<file path="src/rtl/i2s_pkg.sv">
// Shared constants, output-format selection and counter sizing for the I2S transmit path.
// I2S_TX_LJ_EN selects left-justified output; undefined gives standard one-slot-delayed I2S.
package i2s_pkg;

  localparam int SLOTS_PER_CH = 32;

  typedef enum logic [0:0] {
    FMT_I2S = 1'b0,
    FMT_LJ  = 1'b1
  } fmt_e;

`ifdef I2S_TX_LJ_EN
  localparam fmt_e TX_FMT = FMT_LJ;
`else
  localparam fmt_e TX_FMT = FMT_I2S;
`endif

  // One frame is two channels of SLOTS_PER_CH slots, each slot one SCK period.
  function automatic int cnt_width(input int mclk_half, input int sck_per_mclk);
    return $clog2(2 * mclk_half * sck_per_mclk * 2 * SLOTS_PER_CH);
  endfunction

endpackage

</file>
<file path="src/rtl/i2s_clkgen.sv">
// Free-running frame counter producing registered MCLK/SCK/LRCK plus look-ahead
// strobes that tell the scheduler what the counter becomes on the next edge.
module i2s_clkgen
  import i2s_pkg::*;
#(
  parameter int MCLK_HALF    = 4,
  parameter int SCK_PER_MCLK = 4
) (
  input  logic       clk,
  input  logic       rst,
  output logic       mclk,
  output logic       sck,
  output logic       lrck,
  output logic       slot_edge,
  output logic       load_edge,
  output logic [4:0] slot_nxt,
  output logic       ch_nxt
);

  localparam int CW = cnt_width(MCLK_HALF, SCK_PER_MCLK);
  localparam int P  = 2 * MCLK_HALF * SCK_PER_MCLK;
  localparam int PW = $clog2(P);
  localparam int MW = $clog2(MCLK_HALF);

  logic [CW-1:0] cnt_r;
  logic [CW-1:0] cnt_nxt;
  logic [CW-1:0] ahead;

  assign cnt_nxt = cnt_r + {{(CW-1){1'b0}}, 1'b1};
  // ahead is the count one edge beyond cnt_nxt; strobes built from it are valid
  // in the cycle just before the edge they describe.
  assign ahead   = cnt_r + {{(CW-2){1'b0}}, 2'b10};

  // Counter and registered clock outputs; everything reflects the value cnt takes at this edge.
  always_ff @(posedge clk) begin
    if (rst) begin
      cnt_r     <= {CW{1'b0}};
      mclk      <= 1'b0;
      sck       <= 1'b0;
      lrck      <= 1'b0;
      slot_edge <= 1'b0;
      load_edge <= 1'b0;
      slot_nxt  <= 5'd0;
      ch_nxt    <= 1'b0;
    end else begin
      cnt_r     <= cnt_nxt;
      mclk      <= cnt_nxt[MW];
      sck       <= cnt_nxt[PW-1];
      lrck      <= cnt_nxt[CW-1];
      slot_edge <= (ahead[PW-1:0] == {PW{1'b0}});
      load_edge <= (ahead == {CW{1'b1}});
      slot_nxt  <= ahead[CW-2:PW];
      ch_nxt    <= ahead[CW-1];
    end
  end

endmodule

</file>
<file path="src/rtl/i2s_tx_sched.sv">
// I2S frame scheduler: sample hold register with valid/ready intake, per-frame load
// with underrun counting, and slot serialiser. Format follows I2S_TX_LJ_EN via i2s_pkg.
module i2s_tx_sched
  import i2s_pkg::*;
#(
  parameter int MCLK_HALF    = 4,
  parameter int SCK_PER_MCLK = 4,
  parameter int WIDTH        = 16
) (
  input  logic             clk,
  input  logic             rst,
  input  logic [WIDTH-1:0] smp_l,
  input  logic [WIDTH-1:0] smp_r,
  input  logic             smp_valid,
  output logic             smp_ready,
  output logic             mclk,
  output logic             sck,
  output logic             lrck,
  output logic             sdout,
  output logic             underrun,
  output logic [15:0]      under_cnt
);

  logic             slot_edge;
  logic             load_edge;
  logic [4:0]       slot_nxt;
  logic             ch_nxt;

  logic [WIDTH-1:0] hold_l_r, hold_r_r, word_l_r, word_r_r;
  logic [WIDTH-1:0] hold_l_nxt, hold_r_nxt, word_l_nxt, word_r_nxt;
  logic             hold_full_r, hold_full_nxt;
  logic [15:0]      under_nxt;
  logic             underrun_nxt;
  logic             sdout_nxt;
  logic             hs;

  i2s_clkgen #(
    .MCLK_HALF   (MCLK_HALF),
    .SCK_PER_MCLK(SCK_PER_MCLK)
  ) u_clkgen (
    .clk      (clk),
    .rst      (rst),
    .mclk     (mclk),
    .sck      (sck),
    .lrck     (lrck),
    .slot_edge(slot_edge),
    .load_edge(load_edge),
    .slot_nxt (slot_nxt),
    .ch_nxt   (ch_nxt)
  );

  // Bit of word w carried by slot s; shifting the wanted bit to the MSB avoids a wide index.
  function automatic logic slot_bit(input logic [WIDTH-1:0] w, input logic [4:0] s);
    int               si;
    logic [WIDTH-1:0] sh;
    logic             b;
    si = int'(s);
    sh = {WIDTH{1'b0}};
    b  = 1'b0;
    case (TX_FMT)
      FMT_LJ: begin
        if (si < WIDTH) begin
          sh = w << si;
          b  = sh[WIDTH-1];
        end else begin
          b = 1'b0;
        end
      end
      FMT_I2S: begin
        if ((si >= 1) && (si <= WIDTH)) begin
          sh = w << (si - 1);
          b  = sh[WIDTH-1];
        end else begin
          b = 1'b0;
        end
      end
      default: b = 1'b0;
    endcase
    return b;
  endfunction

  // Next-state for hold register, frame words, underrun accounting and serial data.
  always_comb begin
    hs            = smp_valid && smp_ready;
    hold_l_nxt    = hold_l_r;
    hold_r_nxt    = hold_r_r;
    hold_full_nxt = hold_full_r;
    word_l_nxt    = word_l_r;
    word_r_nxt    = word_r_r;
    under_nxt     = under_cnt;
    underrun_nxt  = 1'b0;
    sdout_nxt     = sdout;

    if (load_edge) begin
      if (hold_full_r) begin
        word_l_nxt    = hold_l_r;
        word_r_nxt    = hold_r_r;
        hold_full_nxt = 1'b0;
      end else begin
        word_l_nxt   = {WIDTH{1'b0}};
        word_r_nxt   = {WIDTH{1'b0}};
        underrun_nxt = 1'b1;
        under_nxt    = (under_cnt == 16'hFFFF) ? under_cnt : under_cnt + 16'd1;
      end
    end else begin
      underrun_nxt = 1'b0;
    end

    // A transfer coinciding with an empty-hold load still fills hold for the next frame.
    if (hs) begin
      hold_l_nxt    = smp_l;
      hold_r_nxt    = smp_r;
      hold_full_nxt = 1'b1;
    end else begin
      hold_l_nxt = hold_l_r;
      hold_r_nxt = hold_r_r;
    end

    if (slot_edge) begin
      sdout_nxt = slot_bit(ch_nxt ? word_r_r : word_l_r, slot_nxt);
    end else begin
      sdout_nxt = sdout;
    end
  end

  // State and output registers.
  always_ff @(posedge clk) begin
    if (rst) begin
      hold_l_r    <= {WIDTH{1'b0}};
      hold_r_r    <= {WIDTH{1'b0}};
      hold_full_r <= 1'b0;
      word_l_r    <= {WIDTH{1'b0}};
      word_r_r    <= {WIDTH{1'b0}};
      smp_ready   <= 1'b1;
      underrun    <= 1'b0;
      under_cnt   <= 16'd0;
      sdout       <= 1'b0;
    end else begin
      hold_l_r    <= hold_l_nxt;
      hold_r_r    <= hold_r_nxt;
      hold_full_r <= hold_full_nxt;
      word_l_r    <= word_l_nxt;
      word_r_r    <= word_r_nxt;
      smp_ready   <= !hold_full_nxt;
      underrun    <= underrun_nxt;
      under_cnt   <= under_nxt;
      sdout       <= sdout_nxt;
    end
  end

endmodule

</file>
<file path="config.mk">
export PLATFORM = sky130hd
export DESIGN_NAME = i2s_tx_sched
export DESIGN_NICKNAME = d
export VERILOG_FILES = /design/src/rtl/i2s_pkg.sv /design/src/rtl/i2s_clkgen.sv /design/src/rtl/i2s_tx_sched.sv
export SDC_FILE = /design/constraint.sdc
export NUM_CORES = 1
export LEC_CHECK = 0
export ABC_AREA = 1
export CORE_ASPECT_RATIO = 1.25
export CORE_UTILIZATION = 59
export DETAILED_ROUTE_END_ITERATION = 16
export PLACE_DENSITY = 0.84
export SETUP_SLACK_MARGIN = 0.02
export SLEW_MARGIN = 20
export SYNTH_ARGS = -nofsm -noshare
export SYNTH_HDL_FRONTEND = slang
export SYNTH_HIERARCHICAL = 1
export SYNTH_SLANG_ARGS = --single-unit
</file>
<file path="constraint.sdc">
create_clock -name clk -period 2.7 [get_ports clk]
set_input_delay 0.54 -clock clk [delete_from_list [all_inputs] [get_ports clk]]
set_output_delay 0.54 -clock clk [all_outputs]
set_load 0.05 [all_outputs]
</file>
==> summary.md, run 1 <==
| Metric | Value |
|---|---|
| Status | finished clean |
| HPWL after detailed placement | about 7000 um |
| Clock latency on the worst-skew pair | approximately 0.36 ns |
| Pins Over Slew Limit | 0 |
| TritonCTS clock tree | done |
| Final instance area | 0.00540 sq mm |
| Total track usage | 25.4% |
| Port Buffers | 56 |
| Kind of critical path | reg -> out |
| Final net count | 721 |
| Type of the tightest min-delay check | reg -> reg |
| Met2 usage | 43.9% |
| Fmax | 0.454 GHz |
| Vias in the first global route | about 3,800 |
| Hold Vio Cnt, Final | 0 |
| Initial Util | about three fifths |
| DP Cell Count | 760 |
| Async set-reset flop share out of synthesis | 0% |
| Post-route ant nets | 0 |
| #FFs+latches synth | 103 |
| Via/cell ratio | approximately 5.2 |
| # fillers | 605 |
| Gpl congestion | 1.04 |
| DIE HEIGHT | 100 um |
| Flip-flop and latch area | 0.00206 sq mm |
| Num rows | 35 |
| Postcts setup bufs | 0 |
| Clock transition at path regs | roughly 0.10 ns |
| Crit path time final | 2.20 ns |
| Netlist cell types | 35 |
| Area of the multi-input gates | about 0.0021 sq mm |
| Synth top area share | 45.1% |
| Final Setup Violations | 0 |
| Crit-path max FO | 7 |
| Post-synth top flop | dfxtp_1 |
| Final period util | about four fifths |
| Crit path max-delay family | buffers and inverters |
| Syn_area_per_cell | 7.21 sq um |
| Synthesis Warnings | 6 |
| Maxcap violations | 0 |
| Detailed Route WL | 9690 um |
| Vias | 4,056 |
| Met3 Use GR | 3.44% |
| DR pass1 iterations | 4 |
| H-tree levels | 3 |
| Mapped Area | 0.00458 sq mm |
| CTS Buf Count | 9 |
| Clock Skew | between 0.01 and 0.015 ns |
| Post-synth EDFFs | 0 |
| Buffers & Inverters on Critical Path | 1 |
| Global-route wire length before repair | 16,300 um |
| CP startpoint kind | flop |
| Area contributors post-synth | dfxtp_1 (45%), nor2_1 (9.7%), nand2_1 (7.2%) |
| CP Capture Type | primary output |
| Max VDD drop | 381 uV |
| Drt wl/cell | 12.5 um |
| Crit path cell chain | clkdlybuf4s50_1 |
| Top Ports | 57 |
| Post-route DRC | 0 |
| Core box area | about 0.0074 sq mm |
| 1st-iter DRT viols | 137 |
| Layout cell share with drive strength beyond 1 | slightly below 7% |
| # clock sinks | 103 |
| DIE AREA | 0.00811 sq mm |
| Post-Synthesis Net Count | 677 |
| Slowest cell on crit path | clkdlybuf4s50_1 |
| GRT overflow | 0 |
| Die Width | 80.8 um |
| Area Overhead vs Synth | 18.0% |
| Max Buffers Root-to-Sink | 2 |
| Post-Synthesis Cells | between 600 and 700 |
| CTS Hold Buffers Added | 0 |
| Register area share after synthesis | a little under half |
| Met1 track demand over resource | 31.2% |
| Final Non-Filler Cells | 776 |
| Post-CTS Resized | 0 |
| Final Util | 72.5% |
| Post-synth top area cell | dfxtp_1 |
| Leakage | 2.09 nW |
| Worst Path Required | 2.16 ns |
| Crit path DAT | 1.66 ns |
| Areal power density over the cells | roughly 520 mW/mm^2 |
| Antenna violations before repair | 0 |
| Setup tns final | 0 ns |
| Slew Limit Headroom | between 60% and 70% |
| RSZ-0062 raised after global routing | no |
| # diodes | 0 |
| Largest net degree at the start of global routing | 59 |
| Largest stage delay, worst path | about 0.86 ns |
| Worst Tran Pin Value | 0.549 ns |
| Placement Cell Area | 0.00519 sq mm |
| Root Driver | clkbuf_8 |
| Busiest grt layer | met2 |
cells by family after synthesis:
| kind of cell | after synthesis | share of synthesized area, % |
|---|---|---|
| XOR/XNOR | 5 | 0.957 |
| AO/OA/AOI/OAI | 143 | 17.2 |
| AND/OR/NAND/NOR | 276 | 26.3 |
| buffers and inverters | 101 | 8.61 |
| adder cells (fa/ha/maj) | 7 | 1.91 |
| flip-flops | 103 | 45.1 |
cell type report:
cell class	count	area share, %
timing repair buffer	64	11.7
sequential	103	38.2
inverter	70	4.91
clock inverter	7	1.48
tap	92	2.13
multi-input combinational	431	39.3
clock buffer	9	2.29
final timing paths:
| kind | startpoint | cells past startpoint | end | slack (ns) |
|---|---|---|---|---|
| min reg2reg | word_r_r[12] | 2 | word_r_r[12] | 0.48 |
| max reg2reg | u_clkgen/slot_nxt[0] | 8 | sdout | 0.93 |
| min | word_r_r[12] | 2 | word_r_r[12] | 0.48 |
| max | u_clkgen/cnt_r[4] | 1 | sck | 0.50 |
state kept, by name, summed over array words and instances, names as in the netlist, 5 cells and up:
signal / count
word_r_r: 16
u_clkgen/cnt_r: 10
under_cnt: 16
word_l_r: 16
hold_r_r: 16
u_clkgen/slot_nxt: 5
hold_l_r: 16
cell usage after synthesis (2+ instances only):
| cell type | count |
|---|---|
| nor2_2 | 6 |
| xor2_1 | 2 |
| nand2_1 | 88 |
| o21ai_1 | 5 |
| inv_1 | 66 |
| dfxtp_1 | 103 |
| nand3_1 | 40 |
| buf_2 | 6 |
| nor3b_1 | 2 |
| a21oi_1 | 55 |
| inv_2 | 3 |
| and3_1 | 2 |
| nor3_1 | 4 |
| a211oi_1 | 24 |
| buf_1 | 6 |
| nor2_4 | 3 |
| nand2_2 | 4 |
| ha_1 | 7 |
| nand2_4 | 2 |
| clkbuf_1 | 17 |
| nand3_2 | 2 |
| nand4_1 | 2 |
| xnor2_1 | 3 |
| nor2_1 | 118 |
| o21ai_0 | 55 |
per-layer routing:
layer	wire length [um]	share of wire, %
met1	4400	45
met2	4810	50
met3	295	3.0
met4	191	2.0
met5	0	0
through the flow:
stage | power, W | worst slack (ns) | hold slack (ns)
floorplan | 0.00175 | 0.827 | 0.440
global placement | 0.00184 | 0.863 | 0.457
detailed placement | 0.00185 | 0.814 | 0.458
CTS | 0.00281 | 0.467 | 0.478
global route | 0.00290 | 0.430 | 0.492
finish | 0.00279 | 0.496 | 0.477
cell usage in the layout (no fill, tap or decap), types with 3 or more instances in the layout:
cell,Yosys,layout
nor2_1,118,118
dfxtp_1,103,103
nand2_1,88,88
inv_1,66,66
clkdlybuf4s50_1,0,56
a21oi_1,55,55
o21ai_0,55,55
nand3_1,40,40
a211oi_1,24,24
clkbuf_8,0,9
ha_1,7,7
buf_4,1,7
nor2_2,6,6
o21ai_1,5,5
nor3_1,4,4
nand2_2,4,4
inv_2,3,3
nor2_4,3,3
xnor2_1,3,3
power breakdown:
part | total, W | switching [W] | internal [W] | leakage, nW
Clock | 0.000980 | 0.000540 | 0.000440 | 0.102
Combinational | 0.000211 | 0.000114 | 0.0000964 | 1.15
Sequential | 0.00160 | 0.0000327 | 0.00157 | 0.839
Power figures use the tool's default switching activity.
==> inputs of run 2 (changes only) <==
--- a/config.mk
+++ b/config.mk
@@ -7,9 +7,9 @@
 export LEC_CHECK = 0
 export ABC_AREA = 1
 export CORE_ASPECT_RATIO = 1.25
-export CORE_UTILIZATION = 59
+export CORE_UTILIZATION = 50
 export DETAILED_ROUTE_END_ITERATION = 16
-export PLACE_DENSITY = 0.84
+export PLACE_DENSITY = 0.76
 export SETUP_SLACK_MARGIN = 0.02
 export SLEW_MARGIN = 20
 export SYNTH_ARGS = -nofsm -noshare
==> constraint.sdc (replaced) <==
create_clock -name clk -period 2 [get_ports clk]
set_input_delay 0.4 -clock clk [delete_from_list [all_inputs] [get_ports clk]]
set_output_delay 0.4 -clock clk [all_outputs]
set_load 0.05 [all_outputs]
==> run 2 against run 1 <==
  * Global-route usage decreased by 2.6 points
  * Sequential share of layout area shrank 0.23 points
  * Flip-flop and latch count did not move
  * Setup slack lost 0.40 ns
  * Critical path depth unchanged
  * Worst hold slack lost 0.0038 ns
  * Combinational power rose by 36%
  * First-iteration DRC count decreased by 0.73%
  * Utilization down 11 points
  * Cell count up 4.0%
  * Via count is 1.6% higher
  * Largest power group unchanged
  * Highest routed layer unchanged
==> summary.md, run 2 (synthesis results as in run 1) <==
| Metric | Value |
|---|---|
| Status | finished clean |
| Crit path max-delay family | buffers and inverters |
| Initial Util | 52.0% |
| Crit-path max FO | 2 |
| Clock Skew | 0.0125 ns |
| Crit path cell chain | clkdlybuf4s50_1 |
| Buffers & Inverters on Critical Path | 1 |
| Critical path startpoint | u_clkgen/lrck |
| Final period util | 95.1% |
| Final instance area | 0.00543 sq mm |
| Worst Path Required | 1.60 ns |
| FF-to-FF Start | under_cnt[0] |
| Comb power frac | 7.6% |
| Type of the tightest min-delay check | reg -> reg |
| Layout cell share with drive strength beyond 1 | 7.42% |
| Crit path time final | 1.90 ns |
| Sw frac | 24.5% |
| Top Ports | 57 |
| Total track usage | a little under a quarter |
| Clock transition at path regs | 0.09 ns |
| CTS Hold Buffers Added | 0 |
| RSZ-0062 raised after global routing | no |
| Port Buffers | 56 |
| Maxcap violations | 0 |
| Core box area | 0.00880 sq mm |
| HPWL after detailed placement | 7170 um |
| Most common cell after layout, fill and taps aside | nor2_1 |
| Clk network pwr share | 35.0% |
| # fillers | 824 |
| Via/cell ratio | 5.10 |
| Area Overhead vs Synth | 18.7% |
| Slew Limit Headroom | 64.3% |
| Gpl congestion | 0.876 |
| Vias in the first global route | 3,804 |
| DIE AREA | 0.00954 sq mm |
| Postcts setup bufs | 0 |
| DIE HEIGHT | 109 um |
| Int Pwr | 0.00284 W |
| Hold Vio Cnt, Final | 0 |
| Setup tns final | 0 ns |
| Largest net degree at the start of global routing | 59 |
| Worst Tran Pin Value | 0.536 ns |
| CTS Buf Count | 9 |
| Drt wl/cell | between 10 and 15 um |
| DR pass1 iterations | 4 |
| H-tree levels | 3 |
| Final Setup Violations | 0 |
| # clock sinks | 103 |
| Areal power density over the cells | 693 mW/mm^2 |
| Leakage | approximately 2.2 nW |
| Die Width | 87.6 um |
| CP Capture Type | primary output |
| Pins Over Slew Limit | 0 |
| Kind of critical path | reg -> out |
| Antenna violations before repair | 0 |
| Fmax | 0.526 GHz |
| Post-route DRC | 0 |
| Max Buffers Root-to-Sink | 2 |
| Final net count | 724 |
| Global-route wire length before repair | 16,900 um |
| Num rows | 38 |
| Slowest cell on crit path | clkdlybuf4s50_1 |
| Crit path DAT | 1.50 ns |
| Clock latency on the worst-skew pair | 0.37 ns |
| Largest stage delay, worst path | 0.80 ns |
| Most frequent cells in the layout | nor2_1 (118), dfxtp_1 (103), nand2_1 (88) |
| Placement Cell Area | around 0.0052 sq mm |
| Vias | around 4,100 |
| Detailed Route WL | 10,200 um |
| Sequential power share | 57.4% |
| Root Driver | clkbuf_8 |
| Sw Pwr | 0.000923 W |
| Post-route ant nets | 0 |
| TritonCTS clock tree | done |
| GRT overflow | 0 |
| Max VDD drop | slightly below 400 uV |
| 1st-iter DRT viols | around 140 |
| # diodes | 0 |
| CP startpoint kind | flop |
| Min-Delay Startpoint | sdout |
-- run 2: cell count changes in the layout (fill, tap and decap cells not counted) --
| cell | previous run | this run |
|---|---|---|
| clkinv_4 | 2 | 0 |
| clkdlybuf4s50_1 | 56 | 37 |
| inv_8 | 1 | 0 |
| clkinv_2 | 1 | 0 |
| dlymetal6s2s_1 | 0 | 3 |
| buf_4 | 7 | 13 |
| inv_6 | 1 | 3 |
| clkbuf_1 | 0 | 2 |
| dlygate4sd2_1 | 0 | 13 |
-- run 2: power groups by stage --
stage,Combinational [W],Clock [W],Sequential (W)
finish,0.000287,0.00132,0.00216
global route,0.000326,0.00143,0.00217
CTS,0.000289,0.00135,0.00216
detailed placement,0.000287,0,0.00221
global placement,0.000277,0,0.00221
floorplan,0.000160,0,0.00220
-- run 2: worst paths after layout --
kind,endpoint,slack (ns),depth (start not counted)
setup reg to reg,under_cnt[8],0.34,10
hold reg to reg,sdout,0.47,2
hold / removal,sdout,0.47,2
setup / recovery,lrck,0.1,1
-- run 2: cell type report --
type	count	area [sq um]	area share [%]
Tap cell	120	150	2.76
Clock inverter	5	63.8	1.17
Clock buffer	11	131	2.42
Timing Repair Buffer	67	639	11.8
Inverter	70	265	4.88
Multi-Input combinational cell	431	2120	39.0
Sequential cell	103	2060	38.0
-- run 2: timing repair --
item,CTS,global route
endpoints found under the hold margin,0,0
gates cloned,0,0
resized for setup,13,3
setup endpoints to repair,13,3
-- run 2: through the flow --
stage               worst slack (ns)  instances  utilization, %  power [W]  hold slack [ns]
CTS                           0.0212        807            61.7    0.00380            0.473
floorplan                      0.127        635               -    0.00237            0.440
global placement               0.391        791            59.6    0.00248            0.453
global route                  0.0479        807            61.7    0.00392            0.497
detailed placement             0.356        791            59.6    0.00250            0.459
finish                        0.0974        807            61.7    0.00376            0.474
-- run 2: routing by layer --
layer | track usage [%] | up-vias | wire length (um)
li1 | - | 2155 | -
met3 | 4.39 | 14 | 294
met2 | 39.2 | 75 | 4870
met5 | 0 | - | 0
met1 | 27.5 | 1875 | 4810
met4 | 10.1 | 0 | 184
